## src/rtl/uart_rx_par_pkg.sv

```systemverilog
// Shared UART definitions: receiver state encoding, link data width and the
// even-parity helper that the transmitter also uses.
package uart_pkg;

    localparam int DATA_W = 8;

    typedef enum logic [2:0] {
        IDLE   = 3'd0,
        START  = 3'd1,
        DATA   = 3'd2,
        PARITY = 3'd3,
        STOP   = 3'd4
    } state_t;

    // Even parity bit: XOR of all data bits.
    function automatic logic parity_of(input logic [DATA_W-1:0] d);
        return ^d;
    endfunction

endpackage

```

## src/rtl/uart_rx_par_if.sv

```systemverilog
// Receiver-side signal bundle: serial line in, received byte and status out.
// master = the receiver, slave = whoever drives rx and consumes the byte.
interface uart_rx_par_if #(
    parameter int DATA_W = 8
);
    logic              rx;
    logic [DATA_W-1:0] rx_data;
    logic              rx_valid;
    logic              par_err;
    logic              frame_err;
    logic              rx_busy;

    modport master (
        input  rx,
        output rx_data, rx_valid, par_err, frame_err, rx_busy
    );

    modport slave (
        output rx,
        input  rx_data, rx_valid, par_err, frame_err, rx_busy
    );
endinterface

```

## src/rtl/uart_rx_sync.sv

```systemverilog
// Two-flop synchroniser for the asynchronous rx line. Resets to 1 (line idle)
// so a reset never manufactures a falling edge.
module uart_rx_sync (
    input  logic clk,
    input  logic rst_n,
    input  logic rx,
    output logic rx_s
);
    logic rx_meta;

    // Double-register the line into the clk domain.
    always_ff @(posedge clk or negedge rst_n) begin
        if (!rst_n) begin
            rx_meta <= 1'b1;
            rx_s    <= 1'b1;
        end else begin
            rx_meta <= rx;
            rx_s    <= rx_meta;
        end
    end
endmodule

```

## src/rtl/uart_rx_par.sv

```systemverilog
// UART receiver, LSB first, one stop bit, sampled at mid-bit.
// Build option UART_RX_PARITY_EN: when defined the frame carries an even
// parity bit after the data (8E1) and par_err reports a mismatch; when
// undefined the frame is 8N1 and par_err is tied low.
//
// state  | meaning
// IDLE   | waiting for a falling edge on the synchronised line
// START  | counting to mid start bit; line high there means a glitch
// DATA   | sampling one data bit every CLKS_PER_BIT cycles
// PARITY | sampling the parity bit (parity builds only)
// STOP   | sampling the stop bit, then frame completes
module uart_rx_par #(
    parameter int CLKS_PER_BIT = 16,
    parameter int DATA_W       = 8
) (
    input  logic          clk,
    input  logic          rst_n,
    uart_rx_par_if.master bus
);
    import uart_pkg::*;

    localparam int CNT_W = $clog2(CLKS_PER_BIT);
    localparam int IDX_W = (DATA_W > 1) ? $clog2(DATA_W) : 1;

    localparam logic [CNT_W-1:0] CNT_LAST = CNT_W'(CLKS_PER_BIT - 1);
    localparam logic [CNT_W-1:0] CNT_HALF = CNT_W'(CLKS_PER_BIT / 2 - 1);
    localparam logic [IDX_W-1:0] IDX_LAST = IDX_W'(DATA_W - 1);

    state_t            state_q, state_d;
    logic [CNT_W-1:0]  cnt_q;
    logic [IDX_W-1:0]  idx_q;
    logic [DATA_W-1:0] shift_q;
    logic              rx_s, rx_s_q;
    logic              fall, cnt_tc, half_tc;

    logic              cnt_clr, idx_clr, shift_en, done, busy;
    logic [DATA_W-1:0] rx_data_q;
    logic              rx_valid_q, frame_err_q;

`ifdef UART_RX_PARITY_EN
    logic              par_en;
    logic              par_bit_q;
    logic              par_err_q;
`endif

    uart_rx_sync u_sync (
        .clk   (clk),
        .rst_n (rst_n),
        .rx    (bus.rx),
        .rx_s  (rx_s)
    );

    assign fall    = rx_s_q & ~rx_s;
    assign cnt_tc  = (cnt_q == CNT_LAST);
    assign half_tc = (cnt_q == CNT_HALF);

    // State register.
    always_ff @(posedge clk or negedge rst_n) begin
        if (!rst_n) state_q <= IDLE;
        else        state_q <= state_d;
    end

    // Next-state decode; a line held low cannot restart a frame because IDLE
    // only leaves on an actual falling edge.
    always_comb begin
        state_d = state_q;
        case (state_q)
            IDLE:   if (fall) state_d = START;
            START:  if (half_tc) state_d = rx_s ? IDLE : DATA;
            DATA:   if (cnt_tc && (idx_q == IDX_LAST)) begin
`ifdef UART_RX_PARITY_EN
                        state_d = PARITY;
`else
                        state_d = STOP;
`endif
                    end
`ifdef UART_RX_PARITY_EN
            PARITY: if (cnt_tc) state_d = STOP;
`endif
            STOP:   if (cnt_tc) state_d = IDLE;
            default: state_d = IDLE;
        endcase
    end

    // Per-state strobes for the counters and sample registers.
    always_comb begin
        cnt_clr  = 1'b0;
        idx_clr  = 1'b0;
        shift_en = 1'b0;
        done     = 1'b0;
`ifdef UART_RX_PARITY_EN
        par_en   = 1'b0;
`endif
        busy     = (state_q != IDLE);
        case (state_q)
            IDLE:   cnt_clr = fall;
            START:  if (half_tc) begin
                        cnt_clr = 1'b1;
                        idx_clr = 1'b1;
                    end
            DATA:   if (cnt_tc) begin
                        cnt_clr  = 1'b1;
                        shift_en = 1'b1;
                    end
`ifdef UART_RX_PARITY_EN
            PARITY: if (cnt_tc) begin
                        cnt_clr = 1'b1;
                        par_en  = 1'b1;
                    end
`endif
            STOP:   if (cnt_tc) begin
                        cnt_clr = 1'b1;
                        done    = 1'b1;
                    end
            default: cnt_clr = 1'b1;
        endcase
    end

    // Previous synchronised level for falling-edge detection.
    always_ff @(posedge clk or negedge rst_n) begin
        if (!rst_n) rx_s_q <= 1'b1;
        else        rx_s_q <= rx_s;
    end

    // Bit-period counter and data bit index; both only return to 0 by clear.
    always_ff @(posedge clk or negedge rst_n) begin
        if (!rst_n) begin
            cnt_q <= '0;
            idx_q <= '0;
        end else begin
            if (cnt_clr)                cnt_q <= '0;
            else if (state_q != IDLE)   cnt_q <= cnt_q + 1'b1;
            if (idx_clr)                idx_q <= '0;
            else if (shift_en && (idx_q != IDX_LAST)) idx_q <= idx_q + 1'b1;
        end
    end

    // Mid-bit data capture, LSB first.
    always_ff @(posedge clk or negedge rst_n) begin
        if (!rst_n) shift_q <= '0;
        else if (shift_en) shift_q[idx_q] <= rx_s;
    end

`ifdef UART_RX_PARITY_EN
    // Parity capture and mismatch flag, updated together with rx_data.
    always_ff @(posedge clk or negedge rst_n) begin
        if (!rst_n) begin
            par_bit_q <= 1'b0;
            par_err_q <= 1'b0;
        end else begin
            if (par_en) par_bit_q <= rx_s;
            if (done)   par_err_q <= par_bit_q ^ parity_of(shift_q);
        end
    end
    assign bus.par_err = par_err_q;
`else
    assign bus.par_err = 1'b0;
`endif

    // Frame completion: byte and stop-bit status appear with the valid pulse
    // and hold until the next completed frame.
    always_ff @(posedge clk or negedge rst_n) begin
        if (!rst_n) begin
            rx_data_q   <= '0;
            rx_valid_q  <= 1'b0;
            frame_err_q <= 1'b0;
        end else begin
            rx_valid_q <= done;
            if (done) begin
                rx_data_q   <= shift_q;
                frame_err_q <= ~rx_s;
            end
        end
    end

    assign bus.rx_data   = rx_data_q;
    assign bus.rx_valid  = rx_valid_q;
    assign bus.frame_err = frame_err_q;
    assign bus.rx_busy   = busy;

endmodule
```

## src/flat_wrapper.sv

```systemverilog
// flat-port wrapper written by rule: the top's interface ports become plain ports
module uart_rx_par_flat import uart_pkg::*;
#(
    parameter int CLKS_PER_BIT = 16,
    parameter int DATA_W       = 8
)
  (clk, rst_n, bus_rx, bus_rx_data, bus_rx_valid, bus_par_err, bus_frame_err, bus_rx_busy);
  uart_rx_par_if #(.DATA_W(DATA_W)) bus_i ();
  input  logic clk;
  input  logic rst_n;
  input wire logic [$bits(bus_i.rx)-1:0] bus_rx;
  output wire logic [$bits(bus_i.rx_data)-1:0] bus_rx_data;
  output wire logic [$bits(bus_i.rx_valid)-1:0] bus_rx_valid;
  output wire logic [$bits(bus_i.par_err)-1:0] bus_par_err;
  output wire logic [$bits(bus_i.frame_err)-1:0] bus_frame_err;
  output wire logic [$bits(bus_i.rx_busy)-1:0] bus_rx_busy;
  assign bus_i.rx = bus_rx;
  assign bus_rx_data = bus_i.rx_data;
  assign bus_rx_valid = bus_i.rx_valid;
  assign bus_par_err = bus_i.par_err;
  assign bus_frame_err = bus_i.frame_err;
  assign bus_rx_busy = bus_i.rx_busy;
  uart_rx_par #(.CLKS_PER_BIT(CLKS_PER_BIT), .DATA_W(DATA_W)) u_core (.clk(clk), .rst_n(rst_n), .bus(bus_i));
endmodule
```

## config.mk

```make
export PLATFORM = sky130hd
export DESIGN_NAME = uart_rx_par_flat
export DESIGN_NICKNAME = d
export VERILOG_FILES = /design/src/rtl/uart_rx_par_pkg.sv /design/src/rtl/uart_rx_par_if.sv /design/src/rtl/uart_rx_sync.sv /design/src/rtl/uart_rx_par.sv /design/src/flat_wrapper.sv
export SDC_FILE = /design/constraint.sdc
export NUM_CORES = 1
export LEC_CHECK = 0
export CAP_MARGIN = 20
export CORE_MARGIN = 3
export CORE_UTILIZATION = 58
export CTS_BUF_LIST = sky130_fd_sc_hd__clkbuf_8
export CTS_CLUSTER_SIZE = 20
export DETAILED_ROUTE_END_ITERATION = 8
export PLACE_DENSITY = 0.81
export SETUP_SLACK_MARGIN = 0.5
export SYNTH_ARGS = -nofsm -noshare
export SYNTH_HDL_FRONTEND = slang
export SYNTH_HIERARCHICAL = 1
export SYNTH_SLANG_ARGS = --single-unit
export TNS_END_PERCENT = 10
```

## constraint.sdc

```tcl
create_clock -name clk -period 2.54 [get_ports clk]
set_clock_uncertainty 0.1 [all_clocks]
set_input_delay 0.381 -clock clk [delete_from_list [all_inputs] [get_ports clk]]
set_output_delay 0.381 -clock clk [all_outputs]
set_load 0.01 [all_outputs]
```

Word level (Yosys, flattened, before mapping)
Cells that the tools add are included.

Flip-flop bits (word level): 31. Output and inout port bits: 12. Logic and storage cells: 55.

Add/sub/neg operators: 2. Magnitude comparators: 2. Eq/ne operators: 11. Muxes and demuxes: 19. Bitwise gates (word level): 2. Reductions and logical operators: 9.

Operator list (number): 3-bit two-way mux (6); 3-bit one-hot mux with 4 select lines (1); 8-bit bitwise mux (1); 4-bit two-way mux (2); 2-bit by 1-bit != test with 1-bit output (second input constant) (4); 3-bit equality test (second input constant) (2); 1-bit two-way mux (6); 4-bit by 1-bit adder with 4-bit output (second input constant) (1); 4-bit by 3-bit equality test with 1-bit output (second input constant) (1); 4-bit equality test (second input constant) (1); 3-bit by 4-bit < comparator with 1-bit output (second input constant) (1); 4-bit AND reduction (1); 2-bit nonzero test (2); 3-bit by 1-bit adder with 3-bit output (second input constant) (1); 1-bit demux with 3-bit select (1); 3-bit by 1-bit equality test with 1-bit output (second input constant) (1); 3-bit by 2-bit equality test with 1-bit output (second input constant) (1); 3-bit by 1-bit >= comparator with 1-bit output (second input constant) (1); 1-bit logical AND (3); 3-bit zero test (1); 3-bit != test (second input constant) (1); 1-bit one-hot mux with 3 select lines (1); 3-bit nonzero test (1); 2-bit two-way mux (1); 3 further kinds (3).

Longest topological paths before layout
Gate-level depths: netlist of run 1.

Word-level depth: 6. Depth in mapped cells: 5. Depth with buffers taken out: 5.

By module
Netlist of run 1, hierarchy kept.

By module, submodules not included: uart_rx_par (times used 1, cells each 123, area an instance 1437.6 um^2); uart_rx_sync (times used 1, cells each 2, area an instance 52.6 um^2).

Worst setup path before layout of run 1
No wires, ideal clock.

Kind: reg2reg. Start: register u_core.cnt_q[0]. End: register u_core.rx_data_q[0] (netlist: u_core/bus.rx_data[0]). Setup time: 0.125 ns. Arrival: 1.541 ns. Required time: 2.315 ns. Setup slack: 0.774 ns. Stages on the path, launching flop included: 6. Buffers on the path: 1. Cell sequence: dfrtp_1 ha_1 nand4b_4 nor3b_2 buf_6 mux2_2.

Longest elaborated chain between the ends: 3.

Ends and longest elaborated chain: start: declaration (line uart_rx_par.sv:30) `logic [CNT_W-1:0] cnt_q;`; start signal: assignment (line uart_rx_par.sv:132) `else if (state_q != IDLE) cnt_q <= cnt_q + 1'b1;`; 4-bit equality test (line uart_rx_par.sv:54) `assign cnt_tc = (cnt_q == CNT_LAST);`; 1-bit two-way mux (line uart_rx_par.sv:111) `STOP: if (cnt_tc) begin`; 1-bit two-way mux (line uart_rx_par.sv:95) `case (state_q)`; named net u_core.done (line uart_rx_par.sv:36) `logic cnt_clr, idx_clr, shift_en, done, busy;`; end signal: assignment (line uart_rx_par.sv:170) `rx_data_q <= shift_q;`; end: declaration (line uart_rx_par.sv:37) `logic [DATA_W-1:0] rx_data_q;`.

The timed path passes the listed nets, and every way through them passes these cells. A chain may end at the register's enable or synchronous reset.

Final worst setup path of run 1
Start: register u_core.cnt_q[0]. End: register u_core.rx_data_q[7] (netlist: u_core/bus.rx_data[7]).

Longest elaborated chain between the ends: 3.

Ends and longest elaborated chain (line): 4-bit equality test (uart_rx_par.sv:54); 1-bit two-way mux (uart_rx_par.sv:111); 1-bit two-way mux (uart_rx_par.sv:95).

Every way passes these cells.

==> results.cfg, run 1 <==
[status]
status = finished, final reports clean

[setup_path]
timing_worst_setup_path_type = flip-flop to flip-flop
buffers_and_inverters_on_the_worst_path = 1
critical_path_peak_fanout = 8
r2r-end = u_core/bus.rx_data[7]
worst-r2r-cell-count = 5
worst_ep_arrival_time_ns = 1.93
cp_cell_sequence = ha_2 > nand4b_4 > nor3b_2 > buf_4 > mux2_2
slowest_delay_ns = 0.41
crit_path_top_delay_cell = sky130_fd_sc_hd__dfrtp_1
r2r_slack_ns = 0.66
worst_setup_path_end_kind = flip-flop
critical-path-top-delay-family = simple AND/OR/NAND/NOR gates
crit_required_ns = 2.59
crit_path_start_kind = flip-flop
timing.rr.start = u_core/cnt_q[0]

[power_and_ir_drop]
part_of_the_total_power_dissipated_in_sequential_elements = 0.510
static-leakage-power_nw = 0.764
power.net_switching_mw = 0.381
max-vdd-ir-drop_uv = 824
powerDensity_mw_per_mm2 = 714
intPower_mw = 0.850
comb_power_share = 0.208
power.switching_fraction = 0.310
clockPowerShare = 0.283

[final_layout]
final_net_count = 145
layoutNonFillerInstCount = 168
insertedDiodeCount = 0
utilization = 0.744
area_growth_syn_to_layout_pct = 15.7
share_of_cells_above_drive_strength_1 = 0.264
design_area_mm2 = 0.00172

[die]
fp.dieH_um = 56.7
start_util = 0.643
coreArea_mm2 = 0.00232
die_width_um = 56.7
row_count = 17
die-area_mm2 = 0.00321
top_level_ports = 15

[global_routing]
grt_max_degree = 32
met2_usage = 0.269
grt_overflow = 0
groute.layer.met1.usage = 0.244
wire_length_of_the_first_global_routing_pass_mm = 4.49
grtUsageMet3 = 0.0598
via_count_of_the_first_global_routing_pass = 972
grt.total_usage = 0.188
grt.busiest_layer = met2
grt_antenna_before_repair = 0

[cts]
worst_skew_pair_later_pin_latency_ns = 0.28
cell_at_the_root_of_the_clock_tree = sky130_fd_sc_hd__clkbuf_8
num_cts_buffers = 5
cts_num_sinks = 31
cts.hold.buffers_added = 0
clk_transition_reported_paths_ns = 0.05
cts_max_path_buffers = 2
htreeDepth = 2
cts_tree = yes

[route]
drtIter0Drc = 44
vias = 1034
post_drt_via_cell_ratio = 6.15
drc = 0
postRouteWirelength_mm = 2.68
detail_route.first_pass.iterations = 6
ant_nets = 0
avgRoutedWirePerCell_um = 16.0

[sta]
final_period_minus_worst_setup_slack_ns = 1.88
unrepaired_setup_endpoints_after_global_routing = no
layout_worst_path_cycle_share = 0.742
finalHoldWorstSlack_ns = 0.257
fmaxAchievable_mhz = 531
final_max_slew_viol_count = 0
tns_ns = 0
setup_viol = 0
count_of_endpoints_failing_hold_in_the_final_timing_report = 0

[hold_path]
worst_hold_path_cells = 0
worst_hold_path_type = flip-flop to flip-flop
holdCritStartpoint = u_core/u_sync/rx_meta
timing.hold.worst_endpoint = u_core/u_sync/rx_s

[yosys]
yosys.area.top_type_share = 0.470
netlist-cell-type-count = 39
post_synthesis_net_count = 131
syn_area_mm2 = 0.00149
synthesis.area_per_instance_um2 = 11.9
ys_top_cells_by_area = sky130_fd_sc_hd__dfrtp_1 47%, sky130_fd_sc_hd__mux2_2 12%, sky130_fd_sc_hd__dfstp_2 5.3%
synthesis_warning_total = 6
synth_largest_area_cell = sky130_fd_sc_hd__dfrtp_1
synth_cells = 125
synth.yosys.seq_area_share = 0.523
yosys_register_bits = 31

[placement]
post_dp_cell_area_mm2 = 0.00162
port_buffers = 13
detailed_place_hpwl_mm = 1.82
finalWeightedCongestion = 0.834
placed_cells_incl_taps = 159

[flow_run]
max_cap_check_violation_count = 0
## flip-flops by register name, indices dropped and copies added (netlist names)
signal / flops
u_core/bus.rx_data: 8
u_core/shift_q: 8
u_core/cnt_q: 4
u_core/idx_q: 3
u_core/state_q: 3
u_core/bus.frame_err: 1
u_core/bus.rx_valid: 1
u_core/rx_s_q: 1
u_core/u_sync/rx_meta: 1
u_core/u_sync/rx_s: 1
## cell usage after synthesis
cell type                  count
sky130_fd_sc_hd__or3b_1        1
sky130_fd_sc_hd__dfstp_2       3
sky130_fd_sc_hd__or3_1         1
sky130_fd_sc_hd__a32o_1        2
sky130_fd_sc_hd__dfrtp_1      28
sky130_fd_sc_hd__nand4_1       2
sky130_fd_sc_hd__ha_1          3
sky130_fd_sc_hd__xor2_1        1
sky130_fd_sc_hd__nor4b_2       1
sky130_fd_sc_hd__nor4_1        2
sky130_fd_sc_hd__nor2_1        2
sky130_fd_sc_hd__buf_2         4
sky130_fd_sc_hd__nor2b_1       1
sky130_fd_sc_hd__a311oi_1      2
sky130_fd_sc_hd__nor3_1        3
sky130_fd_sc_hd__mux2i_1       1
sky130_fd_sc_hd__nand2b_1      3
sky130_fd_sc_hd__a21oi_1       6
sky130_fd_sc_hd__o21ai_0       4
sky130_fd_sc_hd__inv_1         4
sky130_fd_sc_hd__nor3b_2       2
sky130_fd_sc_hd__a31oi_1       2
sky130_fd_sc_hd__nand4b_1      2
sky130_fd_sc_hd__a22oi_1       1
sky130_fd_sc_hd__nand3b_1      3
sky130_fd_sc_hd__and4b_1       1
sky130_fd_sc_hd__conb_1        1
sky130_fd_sc_hd__nor3b_1       1
sky130_fd_sc_hd__nand2_1       5
sky130_fd_sc_hd__or4b_1        1
sky130_fd_sc_hd__o211ai_1      1
sky130_fd_sc_hd__nand4b_4      1
sky130_fd_sc_hd__buf_6         1
sky130_fd_sc_hd__clkbuf_1      3
sky130_fd_sc_hd__a41oi_1       1
sky130_fd_sc_hd__nand3_1       6
sky130_fd_sc_hd__mux2_2       16
sky130_fd_sc_hd__buf_4         2
sky130_fd_sc_hd__and3_1        1
## cells by family after synthesis
logic type	after synthesis	synth area share
buf+inv	14	0.0487
xor+xnor	1	0.00588
other cells	1	0.00252
simple gates	39	0.184
mux	17	0.128
flops	31	0.523
fa+ha+maj	3	0.0252
compound gates	19	0.0831
## what timing repair did
| action | 4_1_cts | 5_1_grt |
|---|---|---|
| hold endpoints to repair | 0 | 0 |
| gates resized for setup | 6 | 1 |
| endpoints found under the setup margin | 1 | 8 |
| setup buffers | 1 | 0 |
## power by group through the flow
stage / Combinational, mW / Clock (mW) / Sequential [mW]
5_1_grt: 0.284 / 0.377 / 0.638
3_5_place_dp: 0.243 / 0 / 0.632
2_1_floorplan: 0.229 / 0 / 0.581
4_1_cts: 0.255 / 0.356 / 0.624
6_report: 0.256 / 0.348 / 0.628
3_3_place_gp: 0.229 / 0 / 0.626
## worst max path at each step
stage / start / end / slack [ns] / depth (start not counted)
after CTS: u_core/cnt_q[0] / u_core/bus.rx_data[7] / 0.58 / 5
after global routing: u_core/cnt_q[0] / u_core/bus.rx_data[7] / 0.54 / 5
final: u_core/cnt_q[0] / u_core/bus.rx_data[7] / 0.66 / 5
after floorplan: u_core/cnt_q[0] / u_core/bus.rx_data[0] / 0.77 / 5
after detailed placement: u_core/state_q[1] / bus_rx_busy / 0.51 / 3
after global placement: u_core/state_q[1] / bus_rx_busy / 0.60 / 3
## per-layer routing
metal / vias to the layer above / routed length (µm)
met1: 509 / 1190
met2: 36 / 1270
li1: 483 / -
met5: - / 0
met3: 6 / 159
met4: 0 / 63
## worst register-to-register path: stages, from the launching register on
cell and delay (ns):
sky130_fd_sc_hd__dfrtp_1 0.41, sky130_fd_sc_hd__ha_2 0.30, sky130_fd_sc_hd__nand4b_4 0.19, sky130_fd_sc_hd__nor3b_2 0.25
sky130_fd_sc_hd__buf_4 0.18, sky130_fd_sc_hd__mux2_2 0.34
## stage by stage
stage	setup slack [ns]	power, mW
after floorplan	0.774	0.810
after global placement	0.596	0.856
after detailed placement	0.507	0.875
after CTS	0.576	1.24
after global routing	0.544	1.30
final	0.657	1.23
## area by class of cell
class                   count  area, µm²
fillers                   152        594
well taps                  28       35.0
flip-flops and latches     31        783
clock inverters             3       11.3
inverters                   4       15.0
clock buffers               5       68.8
repair buffers             17        159
multi-input cells          80        652
## cell usage in the layout (no fill, tap or decap), drive strengths merged, types with 2 or more instances in the layout
cell type and instances:
dfstp 3, inv 7, nand4 2, a32o 2
nand2b 3, nand4b 3, o21ai 4, nor3b 3
ha 3, nor3 3, buf 4, nand3 6
nor4 2, clkdlybuf4s50 12, dfrtp 28, a31oi 2
nand3b 3, clkbuf 5, mux2 16, nor2 2
nand2 5, a311oi 2, a21oi 6
Note: power is estimated with default switching activity, not from simulation.
==> run 2, diff against run 1 <==
clock period = 1.9 ns   (was 2.54 ns; I/O delays follow)
==> run 2 against run 1 <==
  * Routed wire length grew 28%
  * Flip-flop and latch count is the same
  * Maximum frequency up 6.5%
  * Critical path type unchanged
  * Critical path depth is the same
==> results.cfg, run 2 (synthesized netlist as in run 1, its figures left out) <==
[global_routing]
grt.total_usage = 0.216
grt_antenna_before_repair = 0
wire_length_of_the_first_global_routing_pass_mm = 5.24
via_count_of_the_first_global_routing_pass = 1070
grt_max_degree = 32
grt_overflow = 0

[route]
post_drt_via_cell_ratio = 6.04
avgRoutedWirePerCell_um = 18.9
postRouteWirelength_mm = 3.43
ant_nets = 0
vias = 1093
drtIter0Drc = 60
drc = 0
detail_route.first_pass.iterations = 4

[setup_path]
worst_setup_path_end_kind = flip-flop
crit_path_start_kind = flip-flop
crit_required_ns = 1.96
timing.rr.start = u_core/cnt_q[0]
worst_ep_arrival_time_ns = 1.83
setup.worst_path.start = u_core/cnt_q[0]
critical_path_peak_fanout = 6
timing_worst_setup_path_type = flip-flop to flip-flop

[sta]
setup_viol = 0
unrepaired_setup_endpoints_after_global_routing = yes
tns_ns = 0
fmaxAchievable_mhz = 565
finalHoldWorstSlack_ns = 0.257
final_period_minus_worst_setup_slack_ns = 1.77
count_of_endpoints_failing_hold_in_the_final_timing_report = 0
timing.final.ws_setup_ns = 0.131
layout_worst_path_cycle_share = 0.931
final_max_slew_viol_count = 0

[die]
coreArea_mm2 = 0.00232
row_count = 17
fp.dieH_um = 56.7
die-area_mm2 = 0.00321
top_level_ports = 15
die_width_um = 56.7
start_util = 0.643

[flow_run]
max_cap_check_violation_count = 0

[status]
status = finished, final reports clean

[cts]
clk_transition_reported_paths_ns = 0.06
cts_max_path_buffers = 2
worst_skew_pair_later_pin_latency_ns = 0.28
cts_tree = yes
htreeDepth = 2
num_cts_buffers = 5
cts_num_sinks = 31
cell_at_the_root_of_the_clock_tree = sky130_fd_sc_hd__clkbuf_8
cts.hold.buffers_added = 0

[placement]
placed_cells_incl_taps = 165
detailedPlace.worstSlack_ns = 0.114
port_buffers = 13
finalWeightedCongestion = 0.802
detailed_place_hpwl_mm = 1.91

[final_layout]
final_net_count = 158
layoutNonFillerInstCount = 181
utilization = 0.843
multi_input_logic_area_um2 = 754
seqCellArea_um2 = 785
area_growth_syn_to_layout_pct = 31.2
mostFrequentLayoutCell = sky130_fd_sc_hd__dfrtp_1
final_cell_mix = 24 x sky130_fd_sc_hd__dfrtp_1, 15 x sky130_fd_sc_hd__buf_4, 12 x sky130_fd_sc_hd__clkdlybuf4s50_1
insertedDiodeCount = 0
fillers = 119
share_of_cells_above_drive_strength_1 = 0.399

[hold_path]
holdCritStartpoint = u_core/u_sync/rx_meta
worst_hold_path_type = flip-flop to flip-flop

[power_and_ir_drop]
max-vdd-ir-drop_uv = 1130
static-leakage-power_nw = 0.847
powerDensity_mw_per_mm2 = 974
## run 2: cell types whose count changed in the layout (fill, tap and decap cells not counted), moves of 3 or more
cell | previous run | this run
sky130_fd_sc_hd__mux2_4 | 0 | 8
sky130_fd_sc_hd__o21ai_0 | 4 | 1
sky130_fd_sc_hd__ha_4 | 0 | 3
sky130_fd_sc_hd__o21ai_2 | 0 | 3
sky130_fd_sc_hd__mux2_2 | 16 | 8
sky130_fd_sc_hd__buf_4 | 4 | 15
## run 2: routing by layer
metal | up-vias | track usage | part of all wire
li1 | 510 | - | -
met1 | 535 | 0.285 | 0.44
met2 | 42 | 0.323 | 0.49
met3 | 6 | 0.0828 | 0.053
met4 | 0 | 0.0712 | 0.014
met5 | - | 0 | 0
## run 2: stage by stage
step	power (mW)	cell area, µm²
after floorplan	1.11	1530
after global placement	1.22	1710
after detailed placement	1.24	1710
after CTS	1.86	1860
after global routing	2.01	1950
final	1.90	1950
## run 2: critical path, stage by stage, from the launching register on
cell	delay [ns]
sky130_fd_sc_hd__dfrtp_1	0.39
sky130_fd_sc_hd__ha_4	0.19
sky130_fd_sc_hd__nand4b_4	0.17
sky130_fd_sc_hd__nor3b_4	0.31
sky130_fd_sc_hd__buf_6	0.18
sky130_fd_sc_hd__mux2_4	0.31
## run 2: cell type report
| cell class | count | share of cell area |
|---|---|---|
| inverters | 4 | 0.00768 |
| multi-input cells | 80 | 0.386 |
| repair buffers | 30 | 0.136 |
| clock inverters | 1 | 0.00192 |
| clock buffers | 7 | 0.0493 |
| well taps | 28 | 0.0179 |
| flip-flops and latches | 31 | 0.401 |
## run 2: what timing repair did
action | 4_1_cts | 5_1_grt
pin swaps | 1 | 3
setup endpoints to repair | 38 | 38
gates resized for setup | 7 | 20
setup buffers | 4 | 3
cloned | 0 | 1
## run 2: path summary, 6_finish.rpt
kind,end,slack (ns),cells after the start
setup / recovery,u_core/bus.rx_data[7],0.13,5
hold / removal,u_core/u_sync/rx_s,0.26,0
setup reg to reg,u_core/bus.rx_data[7],0.13,5
hold reg to reg,u_core/u_sync/rx_s,0.26,0
max in group asynchronous,u_core/u_sync/rx_s,1.09,2
min in group asynchronous,u_core/shift_q[1],0.29,2
## run 2: where the power goes
part / internal, mW / leakage (nW) / switching, mW
combinational: 0.269 / 0.384 / 0.244
sequential: 0.727 / 0.407 / 0.106
clock: 0.325 / 0.0557 / 0.232
total: 1.32 / 0.847 / 0.582
